`src/rtl/bp_be_dcache_pkt_encoder_pkg.sv`:
```
// Shared types for the BE -> dcache request path: memory classes, funct
// codes, dcache opcodes/subops and the packet layout macro.

`define DECLARE_BP_BE_DCACHE_PKT_S(vaddr_width_mp) \
  typedef struct packed {                          \
    bp_be_dcache_opcode_e        opcode;           \
    logic [vaddr_width_mp-1:0]   vaddr;            \
    logic [4:0]                  rd_addr;          \
  } bp_be_dcache_pkt_s

`define BP_BE_DCACHE_PKT_WIDTH(vaddr_width_mp) \
  ($bits(bp_be_dcache_opcode_e) + (vaddr_width_mp) + 5)

package bp_be_dcache_pkt_encoder_pkg;

  typedef enum logic [1:0] {
    e_bp_default_cfg = 2'd0,
    e_bp_sv48_cfg    = 2'd1
  } bp_params_e;

  localparam int dword_width_gp = 64;

  // Virtual address width implied by each processor configuration.
  function automatic int bp_vaddr_width(bp_params_e cfg);
    return (cfg == e_bp_sv48_cfg) ? 48 : 39;
  endfunction

  typedef enum logic [2:0] {
    e_mem_load   = 3'd0,
    e_mem_store  = 3'd1,
    e_mem_fload  = 3'd2,
    e_mem_fstore = 3'd3,
    e_mem_amo    = 3'd4
  } bp_be_mem_class_e;

  localparam logic [2:0] funct3_b  = 3'b000;
  localparam logic [2:0] funct3_h  = 3'b001;
  localparam logic [2:0] funct3_w  = 3'b010;
  localparam logic [2:0] funct3_d  = 3'b011;
  localparam logic [2:0] funct3_bu = 3'b100;
  localparam logic [2:0] funct3_hu = 3'b101;
  localparam logic [2:0] funct3_wu = 3'b110;

  localparam logic [4:0] amo_funct5_lr   = 5'b00010;
  localparam logic [4:0] amo_funct5_sc   = 5'b00011;
  localparam logic [4:0] amo_funct5_swap = 5'b00001;
  localparam logic [4:0] amo_funct5_add  = 5'b00000;
  localparam logic [4:0] amo_funct5_xor  = 5'b00100;
  localparam logic [4:0] amo_funct5_and  = 5'b01100;
  localparam logic [4:0] amo_funct5_or   = 5'b01000;
  localparam logic [4:0] amo_funct5_min  = 5'b10000;
  localparam logic [4:0] amo_funct5_max  = 5'b10100;
  localparam logic [4:0] amo_funct5_minu = 5'b11000;
  localparam logic [4:0] amo_funct5_maxu = 5'b11100;

  typedef enum logic [5:0] {
    e_dcache_op_lb, e_dcache_op_lh, e_dcache_op_lw, e_dcache_op_ld,
    e_dcache_op_lbu, e_dcache_op_lhu, e_dcache_op_lwu,
    e_dcache_op_sb, e_dcache_op_sh, e_dcache_op_sw, e_dcache_op_sd,
    e_dcache_op_flw, e_dcache_op_fld, e_dcache_op_fsw, e_dcache_op_fsd,
    e_dcache_op_lrw, e_dcache_op_scw, e_dcache_op_lrd, e_dcache_op_scd,
    e_dcache_op_amoswapw, e_dcache_op_amoaddw, e_dcache_op_amoxorw,
    e_dcache_op_amoandw, e_dcache_op_amoorw, e_dcache_op_amominw,
    e_dcache_op_amomaxw, e_dcache_op_amominuw, e_dcache_op_amomaxuw,
    e_dcache_op_amoswapd, e_dcache_op_amoaddd, e_dcache_op_amoxord,
    e_dcache_op_amoandd, e_dcache_op_amoord, e_dcache_op_amomind,
    e_dcache_op_amomaxd, e_dcache_op_amominud, e_dcache_op_amomaxud
  } bp_be_dcache_opcode_e;

  typedef enum logic [3:0] {
    e_dcache_subop_none, e_dcache_subop_lr, e_dcache_subop_sc,
    e_dcache_subop_amoswap, e_dcache_subop_amoadd, e_dcache_subop_amoxor,
    e_dcache_subop_amoand, e_dcache_subop_amoor, e_dcache_subop_amomin,
    e_dcache_subop_amomax, e_dcache_subop_amominu, e_dcache_subop_amomaxu
  } bp_be_dcache_subop_e;

  typedef enum logic [1:0] {
    e_size_b = 2'd0,
    e_size_h = 2'd1,
    e_size_w = 2'd2,
    e_size_d = 2'd3
  } bp_be_dcache_size_e;

  typedef struct packed {
    bp_be_mem_class_e mem_class;
    logic [2:0]       funct3;
    logic [4:0]       funct5;
  } bp_be_dcache_encode_in_s;

endpackage

```
`src/rtl/bp_be_dcache_opcode_encode.sv`:
```
// Combinational decode of {mem_class, funct3, funct5} into dcache opcode,
// AMO subop and access size. Illegal encodings collapse to a plain lb.
module bp_be_dcache_opcode_encode
  import bp_be_dcache_pkt_encoder_pkg::*;
  (input  bp_be_dcache_encode_in_s encode_i,
   output bp_be_dcache_opcode_e    opcode_o,
   output bp_be_dcache_subop_e     subop_o,
   output bp_be_dcache_size_e      size_o,
   output logic                    illegal_o
   );

  bp_be_dcache_opcode_e opcode_raw;
  bp_be_dcache_subop_e  subop_raw;
  bp_be_dcache_size_e   size_raw;
  logic                 illegal_raw;
  logic                 dword;

  assign dword = (encode_i.funct3 == funct3_d);

  // Per-class opcode/size lookup; anything unlisted is flagged illegal.
  always_comb begin
    opcode_raw  = e_dcache_op_lb;
    subop_raw   = e_dcache_subop_none;
    size_raw    = e_size_b;
    illegal_raw = 1'b0;
    case (encode_i.mem_class)
      e_mem_load: begin
        size_raw = bp_be_dcache_size_e'(encode_i.funct3[1:0]);
        case (encode_i.funct3)
          funct3_b:  opcode_raw = e_dcache_op_lb;
          funct3_h:  opcode_raw = e_dcache_op_lh;
          funct3_w:  opcode_raw = e_dcache_op_lw;
          funct3_d:  opcode_raw = e_dcache_op_ld;
          funct3_bu: opcode_raw = e_dcache_op_lbu;
          funct3_hu: opcode_raw = e_dcache_op_lhu;
          funct3_wu: opcode_raw = e_dcache_op_lwu;
          default:   illegal_raw = 1'b1;
        endcase
      end
      e_mem_store: begin
        size_raw = bp_be_dcache_size_e'(encode_i.funct3[1:0]);
        case (encode_i.funct3)
          funct3_b: opcode_raw = e_dcache_op_sb;
          funct3_h: opcode_raw = e_dcache_op_sh;
          funct3_w: opcode_raw = e_dcache_op_sw;
          funct3_d: opcode_raw = e_dcache_op_sd;
          default:  illegal_raw = 1'b1;
        endcase
      end
      e_mem_fload, e_mem_fstore: begin
        case (encode_i.funct3)
          funct3_w: begin
            size_raw   = e_size_w;
            opcode_raw = (encode_i.mem_class == e_mem_fload) ? e_dcache_op_flw : e_dcache_op_fsw;
          end
          funct3_d: begin
            size_raw   = e_size_d;
            opcode_raw = (encode_i.mem_class == e_mem_fload) ? e_dcache_op_fld : e_dcache_op_fsd;
          end
          default: illegal_raw = 1'b1;
        endcase
      end
      e_mem_amo: begin
        size_raw = dword ? e_size_d : e_size_w;
        if ((encode_i.funct3 != funct3_w) && (encode_i.funct3 != funct3_d))
          illegal_raw = 1'b1;
        case (encode_i.funct5)
          amo_funct5_lr: begin
            subop_raw = e_dcache_subop_lr;
            opcode_raw = dword ? e_dcache_op_lrd : e_dcache_op_lrw;
          end
          amo_funct5_sc: begin
            subop_raw = e_dcache_subop_sc;
            opcode_raw = dword ? e_dcache_op_scd : e_dcache_op_scw;
          end
          amo_funct5_swap: begin
            subop_raw = e_dcache_subop_amoswap;
            opcode_raw = dword ? e_dcache_op_amoswapd : e_dcache_op_amoswapw;
          end
          amo_funct5_add: begin
            subop_raw = e_dcache_subop_amoadd;
            opcode_raw = dword ? e_dcache_op_amoaddd : e_dcache_op_amoaddw;
          end
          amo_funct5_xor: begin
            subop_raw = e_dcache_subop_amoxor;
            opcode_raw = dword ? e_dcache_op_amoxord : e_dcache_op_amoxorw;
          end
          amo_funct5_and: begin
            subop_raw = e_dcache_subop_amoand;
            opcode_raw = dword ? e_dcache_op_amoandd : e_dcache_op_amoandw;
          end
          amo_funct5_or: begin
            subop_raw = e_dcache_subop_amoor;
            opcode_raw = dword ? e_dcache_op_amoord : e_dcache_op_amoorw;
          end
          amo_funct5_min: begin
            subop_raw = e_dcache_subop_amomin;
            opcode_raw = dword ? e_dcache_op_amomind : e_dcache_op_amominw;
          end
          amo_funct5_max: begin
            subop_raw = e_dcache_subop_amomax;
            opcode_raw = dword ? e_dcache_op_amomaxd : e_dcache_op_amomaxw;
          end
          amo_funct5_minu: begin
            subop_raw = e_dcache_subop_amominu;
            opcode_raw = dword ? e_dcache_op_amominud : e_dcache_op_amominuw;
          end
          amo_funct5_maxu: begin
            subop_raw = e_dcache_subop_amomaxu;
            opcode_raw = dword ? e_dcache_op_amomaxud : e_dcache_op_amomaxuw;
          end
          default: illegal_raw = 1'b1;
        endcase
      end
      default: illegal_raw = 1'b1;
    endcase
  end

  // Illegal entries must return nothing: plain lb, no subop, byte size.
  assign illegal_o = illegal_raw;
  assign opcode_o  = illegal_raw ? e_dcache_op_lb      : opcode_raw;
  assign subop_o   = illegal_raw ? e_dcache_subop_none : subop_raw;
  assign size_o    = illegal_raw ? e_size_b            : size_raw;

endmodule

```
`src/rtl/bp_be_dcache_pkt_encoder.sv`:
```
// Builds dcache request packets from decoded memory instructions and holds
// them in a 2-entry in-order buffer with ready/valid on both sides.
module bp_be_dcache_pkt_encoder
  import bp_be_dcache_pkt_encoder_pkg::*;
  #(parameter bp_params_e bp_params_p = e_bp_default_cfg
    , parameter logic [15:0] amo_support_p = '0
    , localparam int vaddr_width_p = bp_vaddr_width(bp_params_p)
    , localparam int dcache_pkt_width_lp = `BP_BE_DCACHE_PKT_WIDTH(vaddr_width_p)
    )
  (input  logic                           clk_i,
   input  logic                           reset_n_i,
   input  logic                           flush_i,
   input  logic                           v_i,
   output logic                           ready_and_o,
   input  logic [2:0]                     mem_class_i,
   input  logic [2:0]                     funct3_i,
   input  logic [4:0]                     funct5_i,
   input  logic [4:0]                     rd_addr_i,
   input  logic [dword_width_gp-1:0]      rs1_i,
   input  logic [dword_width_gp-1:0]      imm_i,
   input  logic [dword_width_gp-1:0]      data_i,
   output logic                           v_o,
   input  logic                           ready_and_i,
   output logic [dcache_pkt_width_lp-1:0] pkt_o,
   output logic [dword_width_gp-1:0]      data_o,
   output logic                           illegal_o,
   output logic                           misaligned_o,
   output logic                           uncached_o
   );

  `DECLARE_BP_BE_DCACHE_PKT_S(vaddr_width_p);

  typedef struct packed {
    bp_be_dcache_pkt_s         pkt;
    logic [dword_width_gp-1:0] data;
    logic                      illegal;
    logic                      misaligned;
    logic                      uncached;
  } entry_s;

  bp_be_dcache_encode_in_s   encode_in;
  bp_be_dcache_opcode_e      opcode;
  bp_be_dcache_subop_e       subop;
  bp_be_dcache_size_e        size;
  logic                      illegal;
  logic                      misaligned;
  logic [vaddr_width_p-1:0]  vaddr;
  entry_s                    entry_next;

  assign encode_in.mem_class = bp_be_mem_class_e'(mem_class_i);
  assign encode_in.funct3    = funct3_i;
  assign encode_in.funct5    = funct5_i;

  bp_be_dcache_opcode_encode opcode_encode
    (.encode_i  (encode_in)
     ,.opcode_o (opcode)
     ,.subop_o  (subop)
     ,.size_o   (size)
     ,.illegal_o(illegal)
     );

  // Address wraps silently at the virtual address width.
  assign vaddr = vaddr_width_p'(rs1_i + imm_i);

  // Natural alignment check on the low address bits for the access size.
  always_comb begin
    misaligned = 1'b0;
    case (size)
      e_size_h: misaligned = vaddr[0];
      e_size_w: misaligned = |vaddr[1:0];
      e_size_d: misaligned = |vaddr[2:0];
      default:  misaligned = 1'b0;
    endcase
  end

  assign entry_next.pkt.opcode  = opcode;
  assign entry_next.pkt.vaddr   = vaddr;
  assign entry_next.pkt.rd_addr = illegal ? 5'd0 : rd_addr_i;
  assign entry_next.data        = data_i;
  assign entry_next.illegal     = illegal;
  assign entry_next.misaligned  = misaligned;
  assign entry_next.uncached    = (subop != e_dcache_subop_none) & ~amo_support_p[subop];

  // Two-slot FIFO: pointers and occupancy live in flops, so ready_and_o
  // has no combinational dependence on ready_and_i.
  entry_s     slot_reg [2];
  logic [1:0] slot_we;
  logic       rd_ptr_reg, rd_ptr_next;
  logic       wr_ptr_reg, wr_ptr_next;
  logic [1:0] count_reg, count_next;
  logic       push, pop;
  entry_s     head;

  assign ready_and_o = (count_reg != 2'd2);
  assign v_o         = (count_reg != 2'd0);
  assign push        = v_i & ready_and_o & ~flush_i;
  assign pop         = v_o & ready_and_i & ~flush_i;

  // Next-state for pointers and occupancy; flush beats both push and pop.
  always_comb begin
    rd_ptr_next = rd_ptr_reg;
    wr_ptr_next = wr_ptr_reg;
    count_next  = count_reg;
    if (flush_i) begin
      rd_ptr_next = 1'b0;
      wr_ptr_next = 1'b0;
      count_next  = 2'd0;
    end else begin
      if (push) wr_ptr_next = ~wr_ptr_reg;
      if (pop)  rd_ptr_next = ~rd_ptr_reg;
      count_next = count_reg + {1'b0, push} - {1'b0, pop};
    end
  end

  // Control state register with asynchronous active-low reset.
  always_ff @(posedge clk_i or negedge reset_n_i) begin
    if (!reset_n_i) begin
      rd_ptr_reg <= 1'b0;
      wr_ptr_reg <= 1'b0;
      count_reg  <= 2'd0;
    end else begin
      rd_ptr_reg <= rd_ptr_next;
      wr_ptr_reg <= wr_ptr_next;
      count_reg  <= count_next;
    end
  end

  genvar gi;
  generate
    for (gi = 0; gi < 2; gi++) begin : g_slot
      assign slot_we[gi] = push & (wr_ptr_reg == 1'(gi));
      // Capture the encoded entry into the slot being written.
      always_ff @(posedge clk_i) begin
        if (slot_we[gi]) slot_reg[gi] <= entry_next;
      end
    end
  endgenerate

  assign head         = slot_reg[rd_ptr_reg];
  assign pkt_o        = head.pkt;
  assign data_o       = head.data;
  assign illegal_o    = v_o & head.illegal;
  assign misaligned_o = v_o & head.misaligned;
  assign uncached_o   = v_o & head.uncached;

endmodule

```
`config.mk`:
```
export PLATFORM = sky130hd
export DESIGN_NAME = bp_be_dcache_pkt_encoder
export DESIGN_NICKNAME = d
export VERILOG_FILES = /design/src/rtl/bp_be_dcache_pkt_encoder_pkg.sv /design/src/rtl/bp_be_dcache_opcode_encode.sv /design/src/rtl/bp_be_dcache_pkt_encoder.sv
export SDC_FILE = /design/constraint.sdc
export NUM_CORES = 1
export LEC_CHECK = 0
export ABC_AREA = 1
export BUFFER_PORTS_ARGS = -buffer_cell sky130_fd_sc_hd__buf_2
export CORE_AREA = 4 4 124 215
export CTS_BUF_LIST = sky130_fd_sc_hd__clkbuf_4
export CTS_CLUSTER_SIZE = 30
export DETAILED_ROUTE_END_ITERATION = 10
export DIE_AREA = 0 0 128 219
export PLACE_DENSITY = 0.85
export SLEW_MARGIN = 20
export SYNTH_ARGS = -nofsm -noshare
export SYNTH_HDL_FRONTEND = slang
export SYNTH_SLANG_ARGS = --single-unit
```
`constraint.sdc`:
```
create_clock -name clk_i -period 8.4 [get_ports clk_i]
set_clock_uncertainty 0.1 [all_clocks]
set_input_delay 1.68 -clock clk_i [delete_from_list [all_inputs] [get_ports clk_i]]
set_output_delay 1.68 -clock clk_i [all_outputs]
set_load 0.05 [all_outputs]
```
# Word level (Yosys, flattened, before mapping)
# Memory sizes are Yosys's and may differ from the RTL's.
# Index checks and enable logic that the tools add are counted.
# word_totals
reg_bits	4
ramBits	234
rom_bits	16
output_inout_bits	119
elab_cells	113
memories	2
# op_classes
add_sub_neg	3
magnitude_cmp	1
n_eq_ne	26
muxes	47
bitwise_logic	14
n_reduce_logical	17
# memory_table
name	words	width	read_ports	rd_clocked_by_memory_dff	wr	line_no	text
slot_reg	2	117	1	0	1	bp_be_dcache_pkt_encoder.sv:86	entry_s slot_reg [2];
(name not given)	16	1	1	0	0	bp_be_dcache_pkt_encoder.sv:82	assign entry_next.uncached = (subop != e_dcache_subop_none) & ~amo_support_p[subop];
# ops
operator	count
117-bit 2-to-1 mux	1
117-bit OR reduction	1
6-bit case mux with 11 select lines	1
4-bit case mux with 11 select lines	1
39-bit adder	1
6-bit 2-to-1 mux	6
4-bit 2-to-1 mux	6
6-bit case mux with 4 select lines	1
5-bit equality test, second input constant	4
3-bit case mux with 6 select lines	1
1-bit 2-to-1 mux	17
4-bit case mux with 4 select lines	1
3-bit by 2-bit equality test with 1-bit output, second input constant	4
3-bit equality test, second input constant	4
6-bit case mux with 2 select lines	1
11-bit OR reduction	1
1-bit AND	10
5-bit by 2-bit equality test with 1-bit output, second input constant	2
5-bit by 4-bit equality test with 1-bit output, second input constant	2
5-bit 2-to-1 mux	2
2-bit 2-to-1 mux	4
2-bit OR reduction	4
7-bit OR reduction	1
3-bit by 1-bit equality test with 1-bit output, second input constant	2
22 further kinds	30

# Logic depth before layout (Yosys ltp)
# depth
word_depth	11
depth_mapped	14

# Modules after synthesis
# From an unflattened synthesis, not the netlist that was laid out.
# hier_totals
hier_cells	1373
area_unflattened_um2	12436.9
# by_module_without_submodules
mod	instances	cells_each	area_per_inst_um2	seq_area_each_um2
bp_be_dcache_pkt_encoder	1	1247	11765.0	7126.8
bp_be_dcache_opcode_encode	1	126	671.9	0.0

# Worst setup path after synthesis
# OpenSTA, ideal clock, no wires.
# synth_timing
kind	input to register
startpoint	input port v_i
endpoint	memory slot_reg[0][0] (netlist name) (enable)
arrival_time_ns	6.773
setup_slack_ns	0.933
path_stages	4
path_buffers	0
cell_sequence	nand2_1 inv_1 nand2_1 nor2_1
# synth_rtl
element	line_no	text
start, declared	bp_be_dcache_pkt_encoder.sv:13	input logic v_i,
1-bit AND (2 in series)	bp_be_dcache_pkt_encoder.sv:96	assign push = v_i & ready_and_o & ~flush_i;
1-bit AND	bp_be_dcache_pkt_encoder.sv:131	assign slot_we[gi] = push & (wr_ptr_reg == 1'(gi));
net slot_we[0]	bp_be_dcache_pkt_encoder.sv:87	logic [1:0] slot_we;
1-bit 2-to-1 mux	bp_be_dcache_pkt_encoder.sv:134	if (slot_we[gi]) slot_reg[gi] <= entry_next;
1-bit 2-to-1 mux (implied by the code)	bp_be_dcache_pkt_encoder.sv:134	
1-bit 2-to-1 mux (no line)	-	
end, declared	bp_be_dcache_pkt_encoder.sv:86	
# The timed path passes the listed nets, and every way through them passes these cells.

# Final worst setup path
# layout_timing
startpoint	register rd_ptr_reg
endpoint	output port illegal_o
# layout_via
elab_chain_cells	2
# layout_rtl
element	line_no	text
start, declared	bp_be_dcache_pkt_encoder.sv:88	logic rd_ptr_reg, rd_ptr_next;
start signal, assigned	bp_be_dcache_pkt_encoder.sv:122	rd_ptr_reg <= rd_ptr_next;
memory read 2 x 117 bit	-	
1-bit AND	bp_be_dcache_pkt_encoder.sv:142	assign illegal_o = v_o & head.illegal;
end, declared	bp_be_dcache_pkt_encoder.sv:26	output logic illegal_o,
# No other way between the ends.

==> summary.txt <==
Finish
  – Fillers: 2150
  – P&R area growth vs syn: 20.0%
  – Final core utilization: 0.589
  – Register Area: 7130 µm²
  – Share of layout cells above drive strength 1: 0.242
  – Largest register FFs: about 230
  – Fin nets: between 1500 and 2000
  – Area of the multi-input gates: between 4000 and 5000 µm²

Worst hold path
  – WHS Endpoint: wr_ptr_reg
  – Hold WC Path Type: reg2reg
  – Hold path cells: 1
  – HP Start: wr_ptr_reg

CTS
  – CTS resizes: 0
  – Reg clk slew, reported paths: about 0.07 ns
  – Cts hold-fix bufs: 0
  – Total CTS buffers: 50
  – CTS tree: built
  – Longest Clk Path Bufs: 3
  – Setup Buffers After CTS: 0
  – Num Clock Sinks: 238
  – Worst skew pair latency: between 0.6 and 0.7 ns
  – CTS H-tree depth: 2
  – Root Buffer: clkbuf_4

Timing
  – Max-slew violations: 0
  – Worst relative slew slack: 0.266
  – Final min period: around 4.8 ns
  – Peak Freq: roughly 0.21 GHz
  – Final Hold Fails: 0
  – RSZ-0062 raised after global routing: no
  – Post-route setup TNS: 0 ns
  – Crit share post-route: 0.572
  – Measured slew at the worst slew-check pin: between 1 and 1.5 ns
  – Setup violators final: 0

Placement
  – Gpl congestion: around 0.99
  – I/O Buffers: approximately 280
  – Post-DP HPWL: between 20 and 25 mm

Synthesis
  – Cell count after synthesis: about 1400
  – Syn_nets: between 1500 and 2000
  – Synthesized area per cell: a little under 9 µm²
  – Yosys top cell area share: 0.572
  – Synth area leader: edfxtp_1
  – Distinct cells, synth: 39
  – Synth Warn #: 0
  – Sequential-to-total area share from yosys stat: 0.580
  – Register bit total from synthesis: 238
  – Largest cells by area after synthesis: edfxtp_1 (57%), nand2_1 (19%), inv_1 (4.8%)
  – Post-Syn Area: between 10000 and 15000 µm²

Routing
  – Final ANT Viol Nets: 0
  – DR iter-0 viols: 516
  – Wirelength per Cell: between 15 and 20 µm
  – Met3 WL: 1.86 mm
  – Drt pass-1 iters: 5
  – Met2 WL: roughly 17 mm
  – DRT Wirelength: between 30 and 40 mm
  – DRC: 0
  – Routed vias/inst: around 5.0
  – Met1 WL: between 10 and 15 mm
  – Top sig layer: met5
  – Via Count: about 10000

Global routing
  – Largest net degree at the start of global routing: 85
  – Global-route wire length before repair: 48.2 mm
  – Gr usage total: 0.215
  – Grt total ovfl: 0
  – Vias in the first global route: between 10000 and 15000
  – Initial antenna violation count: 6

Die
  – Initial core utilization: 0.490
  – I/O pin total: approximately 330
  – DIE HEIGHT: between 200 and 250 µm
  – Die Width: around 130 µm
  – Die area: 28000 µm²
  – Rows: 77
  – Placeable Area: ~25000 µm²

Worst setup path
  – Worst Reg-to-Reg Cells: 6
  – Arr. time, crit path: between 3 and 4 ns
  – Critical R2R Capture: slot_reg[0][111]
  – Setup crit start: rd_ptr_reg
  – FF-to-FF setup slack: 5.61 ns
  – R2r startpoint: count_reg[1]
  – Largest fanout on the critical path: 84
  – Startpoint Class: flip-flop
  – CP endpoint kind: output port
  – CP required: roughly 6.6 ns
  – Crit Path Category: reg2out

Flow run
  – Max-cap violations: 0

Power and ir drop
  – Maximum vdd drop: just under 0.0001 V
  – PwrDens: 228 nW/µm²
  – Leak Pwr: around 7 nW

Status
  – Outcome: finished, final reports clean
==> cell families after synthesis <==
family,Yosys count,synth area share
flip-flops,238,0.580
AND/OR/NAND/NOR,797,0.263
XOR/XNOR,24,0.0171
adder cells (fa/ha/maj),41,0.0424
AO/OA/AOI/OAI,80,0.0359
buffers and inverters,192,0.0609
==> Yosys cell counts (all sizes together) <==
master   number
nand2       629
edfxtp      234
inv         164
nor2         95
nand3        45
a21oi        44
ha           40
o21ai        21
buf          17
xor2         17
nor3         14
clkbuf       11
xnor2         7
nand4         6
a31oi         5
dfrtp         4
or2           3
nand2b        2
nand3b        2
o211ai        2
o22ai         2
a22oi         1
a41oi         1
and2          1
fa            1
o2111ai       1
o21a          1
o21bai        1
o22a          1
==> where the power goes <==
part           switching, mW  leakage [nW]  total (mW)  internal, mW
registers             0.0273          2.21        1.43          1.41
clock network          0.431         0.401       0.885         0.454
logic                  0.798          4.48        1.04         0.237
total                   1.26          7.09        3.36          2.10
==> area by class of cell <==
class | instances | area share
clock buffers | 70 | 0.0356
clock inverters | 23 | 0.0105
multi-input cells | 942 | 0.300
diodes | 3 | 0.000509
inverters | 164 | 0.0419
flip-flops and latches | 238 | 0.484
repair buffers | 287 | 0.101
well taps | 316 | 0.0268
==> through the flow <==
step	cell area (µm²)	instances	power [mW]	hold slack [ns]	setup slack (ns)
3_5_place_dp	14000	1945	2.50	0.443	3.87
6_report	14700	2043	3.36	0.460	3.60
2_1_floorplan	12300	1372	2.22	0.358	0.933
3_3_place_gp	14000	1945	2.48	0.434	3.91
4_1_cts	14700	2038	3.39	0.456	3.48
5_1_grt	14700	2043	3.53	0.502	3.31
==> how the worst max path moves through the flow <==
stage                  endpoint  slack, ns  cells past startpoint
2_1_floorplan    slot_reg[0][0]       0.93                      4
3_3_place_gp   slot_reg[0][111]       3.91                      6
3_5_place_dp   slot_reg[0][112]       3.87                      6
4_1_cts               pkt_o[30]       3.48                      5
5_1_grt               illegal_o       3.31                      5
6_report              illegal_o       3.60                      5
==> layer usage <==
layer,GRT usage,up-vias
li1,-,5088
met1,0.212,4725
met2,0.419,374
met3,0.0329,106
met4,0.118,6
met5,0,-
==> worst max-delay path: stages, from the launching register on <==
cell     delay [ns]
dfrtp_4        0.66
inv_4          0.35
buf_4          0.76
nand2_1        0.12
a21oi_1        0.17
buf_2          0.29
==> placed cells by master, fill, tap and decap left out, types with 2 or more instances in the layout <==
cell type  count
dfrtp_1        3
o211ai_1       2
xnor2_1        7
nand4_1        6
nor2_2         7
nand2b_1       2
inv_1        157
buf_4          3
a21oi_2        2
clkbuf_4      70
o22ai_1        2
clkinv_2       6
xor2_1        17
a21oi_1       42
nand2_2       16
inv_2          7
ha_1          40
clkinv_1      12
nand2_1      613
a31oi_1        5
nand3b_1       2
buf_2        281
nand3_1       38
edfxtp_1     234
diode_2        3
or2_2          2
nor2_1        81
nor3_1        14
bufinv_16      2
o21ai_0       21
nor2_4         7
nand3_2        7
(Power assumes the default switching activity.)
